## src/rtl/m_pcpi_adapter.sv

```systemverilog
// -----------------------------------------------------------------------------
// m_pcpi_adapter
//
// Front-end between the PicoRV32 PCPI port and an RV32M execution unit.
// Decodes RV32M instructions, registers the instruction and operands towards
// the unit and holds the request until the unit answers. The unit's
// single-cycle answer is turned into a one-cycle PCPI ready/wr response.
// A watchdog forces a null response if the unit stalls. An optional one-entry
// cache answers an exact repeat (same funct3 and operands) without issuing.
//
// Parameters
//   TIMEOUT_CYCLES  cycles allowed in WAIT before a forced response (1..255)
//   ENABLE_CACHE    1 = one-entry repeat-result cache enabled
//
// Ports
//   clk, resetn              clock, asynchronous active-low reset
//   pcpi_valid/insn/rs1/rs2  core request (held until pcpi_ready)
//   pcpi_wr/rd/wait/ready    response towards the core
//   m_valid                  request to the M unit, held until m_ready
//   m_instruction/rs1/rs2    registered instruction and operands
//   m_wr/m_rd/m_ready        M unit answer (m_ready is a one-cycle pulse)
//   m_busy                   M unit busy status, used only to leave ABORT
//   timeout_err              sticky timeout flag, cleared only by reset
// -----------------------------------------------------------------------------
module m_pcpi_adapter #(
  parameter int unsigned TIMEOUT_CYCLES = 64,
  parameter bit          ENABLE_CACHE   = 1'b1
) (
  input  logic        clk,
  input  logic        resetn,

  input  logic        pcpi_valid,
  input  logic [31:0] pcpi_insn,
  input  logic [31:0] pcpi_rs1,
  input  logic [31:0] pcpi_rs2,
  output logic        pcpi_wr,
  output logic [31:0] pcpi_rd,
  output logic        pcpi_wait,
  output logic        pcpi_ready,

  output logic        m_valid,
  output logic [31:0] m_instruction,
  output logic [31:0] m_rs1,
  output logic [31:0] m_rs2,
  input  logic        m_wr,
  input  logic [31:0] m_rd,
  input  logic        m_ready,
  input  logic        m_busy,

  output logic        timeout_err
);

  // state  | meaning
  // IDLE   | waiting for a matching RV32M request
  // WAIT   | request issued to the unit, core stalled, watchdog running
  // RESP   | one-cycle pcpi_ready with the captured result
  // DRAIN  | one cycle while the core drops pcpi_valid
  // ABORT  | after a timeout: wait for the unit to finish or go idle
  typedef enum logic [2:0] {
    S_IDLE  = 3'd0,
    S_WAIT  = 3'd1,
    S_RESP  = 3'd2,
    S_DRAIN = 3'd3,
    S_ABORT = 3'd4
  } state_e;

  localparam logic [7:0] TMO_LIMIT = 8'(TIMEOUT_CYCLES);

  state_e      state_q, state_d;
  logic [7:0]  cnt_q, cnt_d;

  logic [31:0] insn_q, insn_d;
  logic [31:0] rs1_q, rs1_d;
  logic [31:0] rs2_q, rs2_d;

  logic [31:0] res_rd_q, res_rd_d;
  logic        res_wr_q, res_wr_d;
  // fill: the pending response is a fresh unit result and goes into the cache
  logic        fill_q, fill_d;
  // tmo: the pending response was forced by the watchdog, RESP exits to ABORT
  logic        tmo_q, tmo_d;
  logic        err_q, err_d;

  logic        c_valid_q, c_valid_d;
  logic [2:0]  c_f3_q, c_f3_d;
  logic [31:0] c_rs1_q, c_rs1_d;
  logic [31:0] c_rs2_q, c_rs2_d;
  logic [31:0] c_rd_q, c_rd_d;
  logic        c_wr_q, c_wr_d;

  logic        is_m;
  logic        cache_hit;

  assign is_m = (pcpi_insn[6:0] == 7'b0110011) && (pcpi_insn[31:25] == 7'b0000001);

  // funct3 alone identifies the M operation once the opcode/funct7 match.
  assign cache_hit = ENABLE_CACHE && c_valid_q &&
                     (c_f3_q  == pcpi_insn[14:12]) &&
                     (c_rs1_q == pcpi_rs1) &&
                     (c_rs2_q == pcpi_rs2);

  always_ff @(posedge clk or negedge resetn) begin
    if (!resetn) begin
      state_q   <= S_IDLE;
      cnt_q     <= '0;
      insn_q    <= '0;
      rs1_q     <= '0;
      rs2_q     <= '0;
      res_rd_q  <= '0;
      res_wr_q  <= 1'b0;
      fill_q    <= 1'b0;
      tmo_q     <= 1'b0;
      err_q     <= 1'b0;
      c_valid_q <= 1'b0;
      c_f3_q    <= '0;
      c_rs1_q   <= '0;
      c_rs2_q   <= '0;
      c_rd_q    <= '0;
      c_wr_q    <= 1'b0;
    end else begin
      state_q   <= state_d;
      cnt_q     <= cnt_d;
      insn_q    <= insn_d;
      rs1_q     <= rs1_d;
      rs2_q     <= rs2_d;
      res_rd_q  <= res_rd_d;
      res_wr_q  <= res_wr_d;
      fill_q    <= fill_d;
      tmo_q     <= tmo_d;
      err_q     <= err_d;
      c_valid_q <= c_valid_d;
      c_f3_q    <= c_f3_d;
      c_rs1_q   <= c_rs1_d;
      c_rs2_q   <= c_rs2_d;
      c_rd_q    <= c_rd_d;
      c_wr_q    <= c_wr_d;
    end
  end

  always_comb begin
    state_d   = state_q;
    cnt_d     = cnt_q;
    insn_d    = insn_q;
    rs1_d     = rs1_q;
    rs2_d     = rs2_q;
    res_rd_d  = res_rd_q;
    res_wr_d  = res_wr_q;
    fill_d    = fill_q;
    tmo_d     = tmo_q;
    err_d     = err_q;
    c_valid_d = c_valid_q;
    c_f3_d    = c_f3_q;
    c_rs1_d   = c_rs1_q;
    c_rs2_d   = c_rs2_q;
    c_rd_d    = c_rd_q;
    c_wr_d    = c_wr_q;

    unique case (state_q)
      S_IDLE: begin
        if (pcpi_valid && is_m) begin
          if (cache_hit) begin
            res_rd_d = c_rd_q;
            res_wr_d = c_wr_q;
            fill_d   = 1'b0;
            tmo_d    = 1'b0;
            state_d  = S_RESP;
          end else begin
            insn_d  = pcpi_insn;
            rs1_d   = pcpi_rs1;
            rs2_d   = pcpi_rs2;
            cnt_d   = '0;
            state_d = S_WAIT;
          end
        end
      end

      S_WAIT: begin
        cnt_d = cnt_q + 8'd1;
        // m_ready wins over the watchdog when both happen in the same cycle.
        if (m_ready) begin
          if (pcpi_valid) begin
            res_rd_d = m_rd;
            res_wr_d = m_wr;
            fill_d   = 1'b1;
            tmo_d    = 1'b0;
            state_d  = S_RESP;
          end else begin
            // Core withdrew the request: drop the result, leave the cache alone.
            state_d = S_DRAIN;
          end
        end else if (cnt_q == TMO_LIMIT) begin
          res_rd_d = '0;
          res_wr_d = 1'b0;
          fill_d   = 1'b0;
          tmo_d    = 1'b1;
          err_d    = 1'b1;
          state_d  = S_RESP;
        end
      end

      S_RESP: begin
        if (fill_q && ENABLE_CACHE) begin
          c_valid_d = 1'b1;
          c_f3_d    = insn_q[14:12];
          c_rs1_d   = rs1_q;
          c_rs2_d   = rs2_q;
          c_rd_d    = res_rd_q;
          c_wr_d    = res_wr_q;
        end
        fill_d  = 1'b0;
        state_d = tmo_q ? S_ABORT : S_DRAIN;
      end

      S_DRAIN: begin
        state_d = S_IDLE;
      end

      S_ABORT: begin
        tmo_d = 1'b0;
        if (m_ready || !m_busy) begin
          state_d = S_IDLE;
        end
      end

      default: begin
        state_d = S_IDLE;
      end
    endcase
  end

  // All outputs are decodes of registered state, so they drop to zero as soon
  // as resetn is asserted.
  assign m_valid       = (state_q == S_WAIT);
  assign pcpi_wait     = (state_q == S_WAIT) || (state_q == S_RESP);
  assign pcpi_ready    = (state_q == S_RESP);
  assign pcpi_wr       = (state_q == S_RESP) && res_wr_q;
  assign pcpi_rd       = (state_q == S_RESP) ? res_rd_q : 32'd0;
  assign m_instruction = insn_q;
  assign m_rs1         = rs1_q;
  assign m_rs2         = rs2_q;
  assign timeout_err   = err_q;

endmodule

```

## config.mk

```make
export PLATFORM = sky130hd
export DESIGN_NAME = m_pcpi_adapter
export DESIGN_NICKNAME = d
export VERILOG_FILES = /design/src/rtl/m_pcpi_adapter.sv
export SDC_FILE = /design/constraint.sdc
export NUM_CORES = 1
export LEC_CHECK = 0
export CELL_PAD_IN_SITES_DETAIL_PLACEMENT = 0
export CELL_PAD_IN_SITES_GLOBAL_PLACEMENT = 2
export CORE_MARGIN = 3
export CORE_UTILIZATION = 30
export DETAILED_ROUTE_END_ITERATION = 8
export GPL_ROUTABILITY_DRIVEN = 0
export PLACE_DENSITY = 0.88
export SLEW_MARGIN = 30
export SYNTH_ARGS = -nofsm -noshare
export SYNTH_HDL_FRONTEND = slang
export SYNTH_SLANG_ARGS = --single-unit
```

## constraint.sdc

```tcl
create_clock -name clk -period 2.3 [get_ports clk]
set_input_delay 0.23 -clock clk [delete_from_list [all_inputs] [get_ports clk]]
set_output_delay 0.23 -clock clk [all_outputs]
set_load 0.05 [all_outputs]
```

==> results.json <==
{
  "outcome": "complete, but fails checks",
  "failed_checks": "setup timing",
  "critical_path.max_fanout": 35,
  "leakagePower_uw": 0.007817,
  "power.total_uw": 14350,
  "antenna_found_initial": 2,
  "syn_to_final_growth_pct": 52.50,
  "crit_chain": "xor2_1 -> or4b_4 -> nor4b_4 -> nand3_2 -> o311a_4 -> buf_12 -> mux2_4",
  "synthArstFlopShare_pct": 100.0,
  "drtPass1Iterations": 4,
  "finalHoldViolCount": 0,
  "maxClockFrequency_mhz": 387.2,
  "synth-seq-area-share_pct": 54.13,
  "hold_path.class": "primary input to async pin",
  "drc": 0,
  "vias_in_the_first_global_route": 8871,
  "synthTopCellsByArea": "sky130_fd_sc_hd__dfrtp_1 54%, sky130_fd_sc_hd__mux2_2 15%, sky130_fd_sc_hd__mux2_4 8.0%",
  "core_um2": 36870,
  "cellPowerDensity_nw_per_um2": 834.3,
  "worst_setup_path_end_kind": "flop",
  "avgSynthCellArea_um2": 12.62,
  "cts_sinks": 244,
  "overflow": 0,
  "grt_start_max_net_pins": 75,
  "synthDominantAreaCellType": "sky130_fd_sc_hd__dfrtp_1",
  "final_nets": 1389,
  "grt_pass1_wl_um": 50560,
  "numCtsBuffers": 29,
  "synthDominantCellAreaShare_pct": 54.13,
  "post-synth-top-count-cell": "sky130_fd_sc_hd__dfrtp_1",
  "die_w_um": 199.9,
  "placement_rows": 70,
  "least_margin_pin_slew_ns": 0.6556,
  "power.ir.vdd_worst_mv": 0.6037,
  "io_pins": 267,
  "clock_latency_ns": 0.55,
  "tritoncts": "built",
  "critPathLaunchType": "flop",
  "timing.critical_path.buf_inv": 1,
  "max_capacitance_violation_count": 0,
  "setup_slack_reg_to_reg_ns": -0.28,
  "path_clk_slew_ns": 0.06,
  "numPortBuffers": 266,
  "postSynthCellCount": 894,
  "yosysWarnings": 0,
  "route.detailed.wl_per_inst_um": 18.42,
  "fin_worst_skew_ns": 0.01068,
  "htree_levels": 1,
  "critical_path_arrival_ns": 3.01,
  "wl_um": 32770,
  "max_clock_buf_depth": 3,
  "synth_ff_type": "sky130_fd_sc_hd__dfrtp_1",
  "rsz0062_at_grt": "yes",
  "netlist_area_um2": 11280,
  "grt.total_usage_pct": 16.02,
  "ys_ff_latch": 244,
  "synth_edf_count": 0,
  "post_synth_num_cell_types": 52,
  "drtAntennaViolNets": 0,
  "area_of_the_die_um2": 39970,
  "dp.cells": 1706,
  "fin_crit_ns": 2.583,
  "final-instance-count-excl-fill": 1779,
  "drive_gt1_share_pct": 36.97,
  "report.final.setup_viol": 128,
  "postSynthNetCount": 1030,
  "timing_worst_setup_path_type": "flop to flop",
  "post-route-worst-setup-slack_ns": -0.2825,
  "finalCritPeriodShare_pct": 112.3,
  "clock_tree.root_cell": "sky130_fd_sc_hd__clkbuf_16",
  "finalMaxSlewViolations": 0,
  "worstPathRequired_ns": 2.73,
  "floorplan.die.height_um": 199.9,
  "dr_total_vias": 8214,
  "cp_top_family": "simple AND/OR/NAND/NOR gates",
  "route.detailed.vias_per_inst": 4.617,
  "critical-path-slowest-cell": "sky130_fd_sc_hd__or4b_4",
  "cpPeakStageDelay_ns": 0.55,
  "commonest_cells_in_the_netlist": "244 x sky130_fd_sc_hd__dfrtp_1, 153 x sky130_fd_sc_hd__mux2_2, 93 x sky130_fd_sc_hd__nand2_1",
  "detail_route.iter0.violations": 301,
  "initial_core_util_pct": 30.59,
  "dp_hpwl_um": 22620,
  "timing.slew.headroom_pct": 56.29
}
## where the power goes
group,leakage (µW),total (µW),internal [µW],switching [µW]
Clock,0.000488,4800,2960,1840
Sequential,0.00336,5110,4810,301
Combinational,0.00397,4440,2330,2110
## kinds of logic (layout without fill, tap and decap cells)
kind of cell	after synthesis	after routing	share of synthesized area, %
and+or+nand+nor	251	251	11.79
DFF	244	244	54.13
muxes	214	214	23.35
AOI/OAI and AO/OA	69	69	3.594
buffers and inverters	58	438	2.573
xor gates and xnor gates	56	56	4.348
adders and majority gates	2	2	0.2218
other	0	1	0
## cell type report
type                       instances  area [µm²]
timing repair buffer             372        4098
clock buffer                      42       874.6
tap                              504       630.6
inverter                          14       68.82
antenna                            1       2.502
fill                            3354       19670
sequential                       244        6106
multi-input combinational        592        5284
clock inverter                    10       138.9
## sequential cells by signal, summed over array words and instances, names as in the netlist, 3 cells and up
| name | flops |
|---|---|
| m_rs2 | 32 |
| c_rs1_q | 32 |
| res_rd_q | 32 |
| c_rd_q | 32 |
| m_rs1 | 32 |
| cnt_q | 8 |
| m_instruction | 32 |
| state_q | 3 |
| c_f3_q | 3 |
| c_rs2_q | 32 |
## final timing paths
kind	startpoint	to	cells after the start
setup / recovery	c_rs2_q[11]	m_instruction[20]	7
max in group asynchronous	resetn	m_rs2[23]	3
min in group clk	pcpi_insn[10]	m_instruction[10]	2
hold reg to reg	m_instruction[5]	m_instruction[5]	1
hold / removal	resetn	res_rd_q[29]	2
setup reg to reg	c_rs2_q[11]	m_instruction[20]	7
## layout by cell type (no fill, tap or decap), types with 26 or more instances in the layout
cell                                n
sky130_fd_sc_hd__and2_4            34
sky130_fd_sc_hd__clkdlybuf4s50_1  228
sky130_fd_sc_hd__nand2_1           93
sky130_fd_sc_hd__buf_12            51
sky130_fd_sc_hd__mux2_2           125
sky130_fd_sc_hd__buf_4             81
sky130_fd_sc_hd__mux2_4            88
sky130_fd_sc_hd__xnor2_1           42
sky130_fd_sc_hd__nand4_1           26
sky130_fd_sc_hd__clkbuf_16         31
sky130_fd_sc_hd__o21ai_0           42
sky130_fd_sc_hd__dfrtp_1          244
## what timing repair did
action                     in CTS  in global routing
cloned                          6                  2
buffers inserted                7                  8
setup endpoints to repair     176                175
hold endpoints to repair       68                  0
hold buffers                    1                  0
resized for setup              39                 51
pin swaps                       5                 11
## stage by stage
| stage | setup slack, ns | hold WS, ns | util [%] | setup TNS, ns | cell area (µm²) |
|---|---|---|---|---|---|
| 2_1_floorplan | -0.1103 | -0.06559 | - | -6.883 | 11470 |
| 3_3_place_gp | -0.7157 | 0.2602 | 42.42 | -85.12 | 15640 |
| 3_5_place_dp | -0.7674 | 0.2597 | 42.42 | -89.63 | 15640 |
| 4_1_cts | -0.3275 | 0.2631 | 46.17 | -33.03 | 17020 |
| 5_1_grt | -0.3750 | 0.2653 | 46.65 | -39.64 | 17200 |
| 6_report | -0.2825 | 0.2676 | 46.65 | -25.64 | 17200 |
## routing by layer
| metal | up-vias | wire length, µm | track usage, % |
|---|---|---|---|
| met3 | 42 | 2378 | 4.381 |
| met1 | 4105 | 14500 | 21.50 |
| met5 | - | 7 | 0 |
| li1 | 3827 | - | - |
| met2 | 238 | 15340 | 26.16 |
| met4 | 2 | 549 | 3.515 |
(Power assumes the default switching activity.)
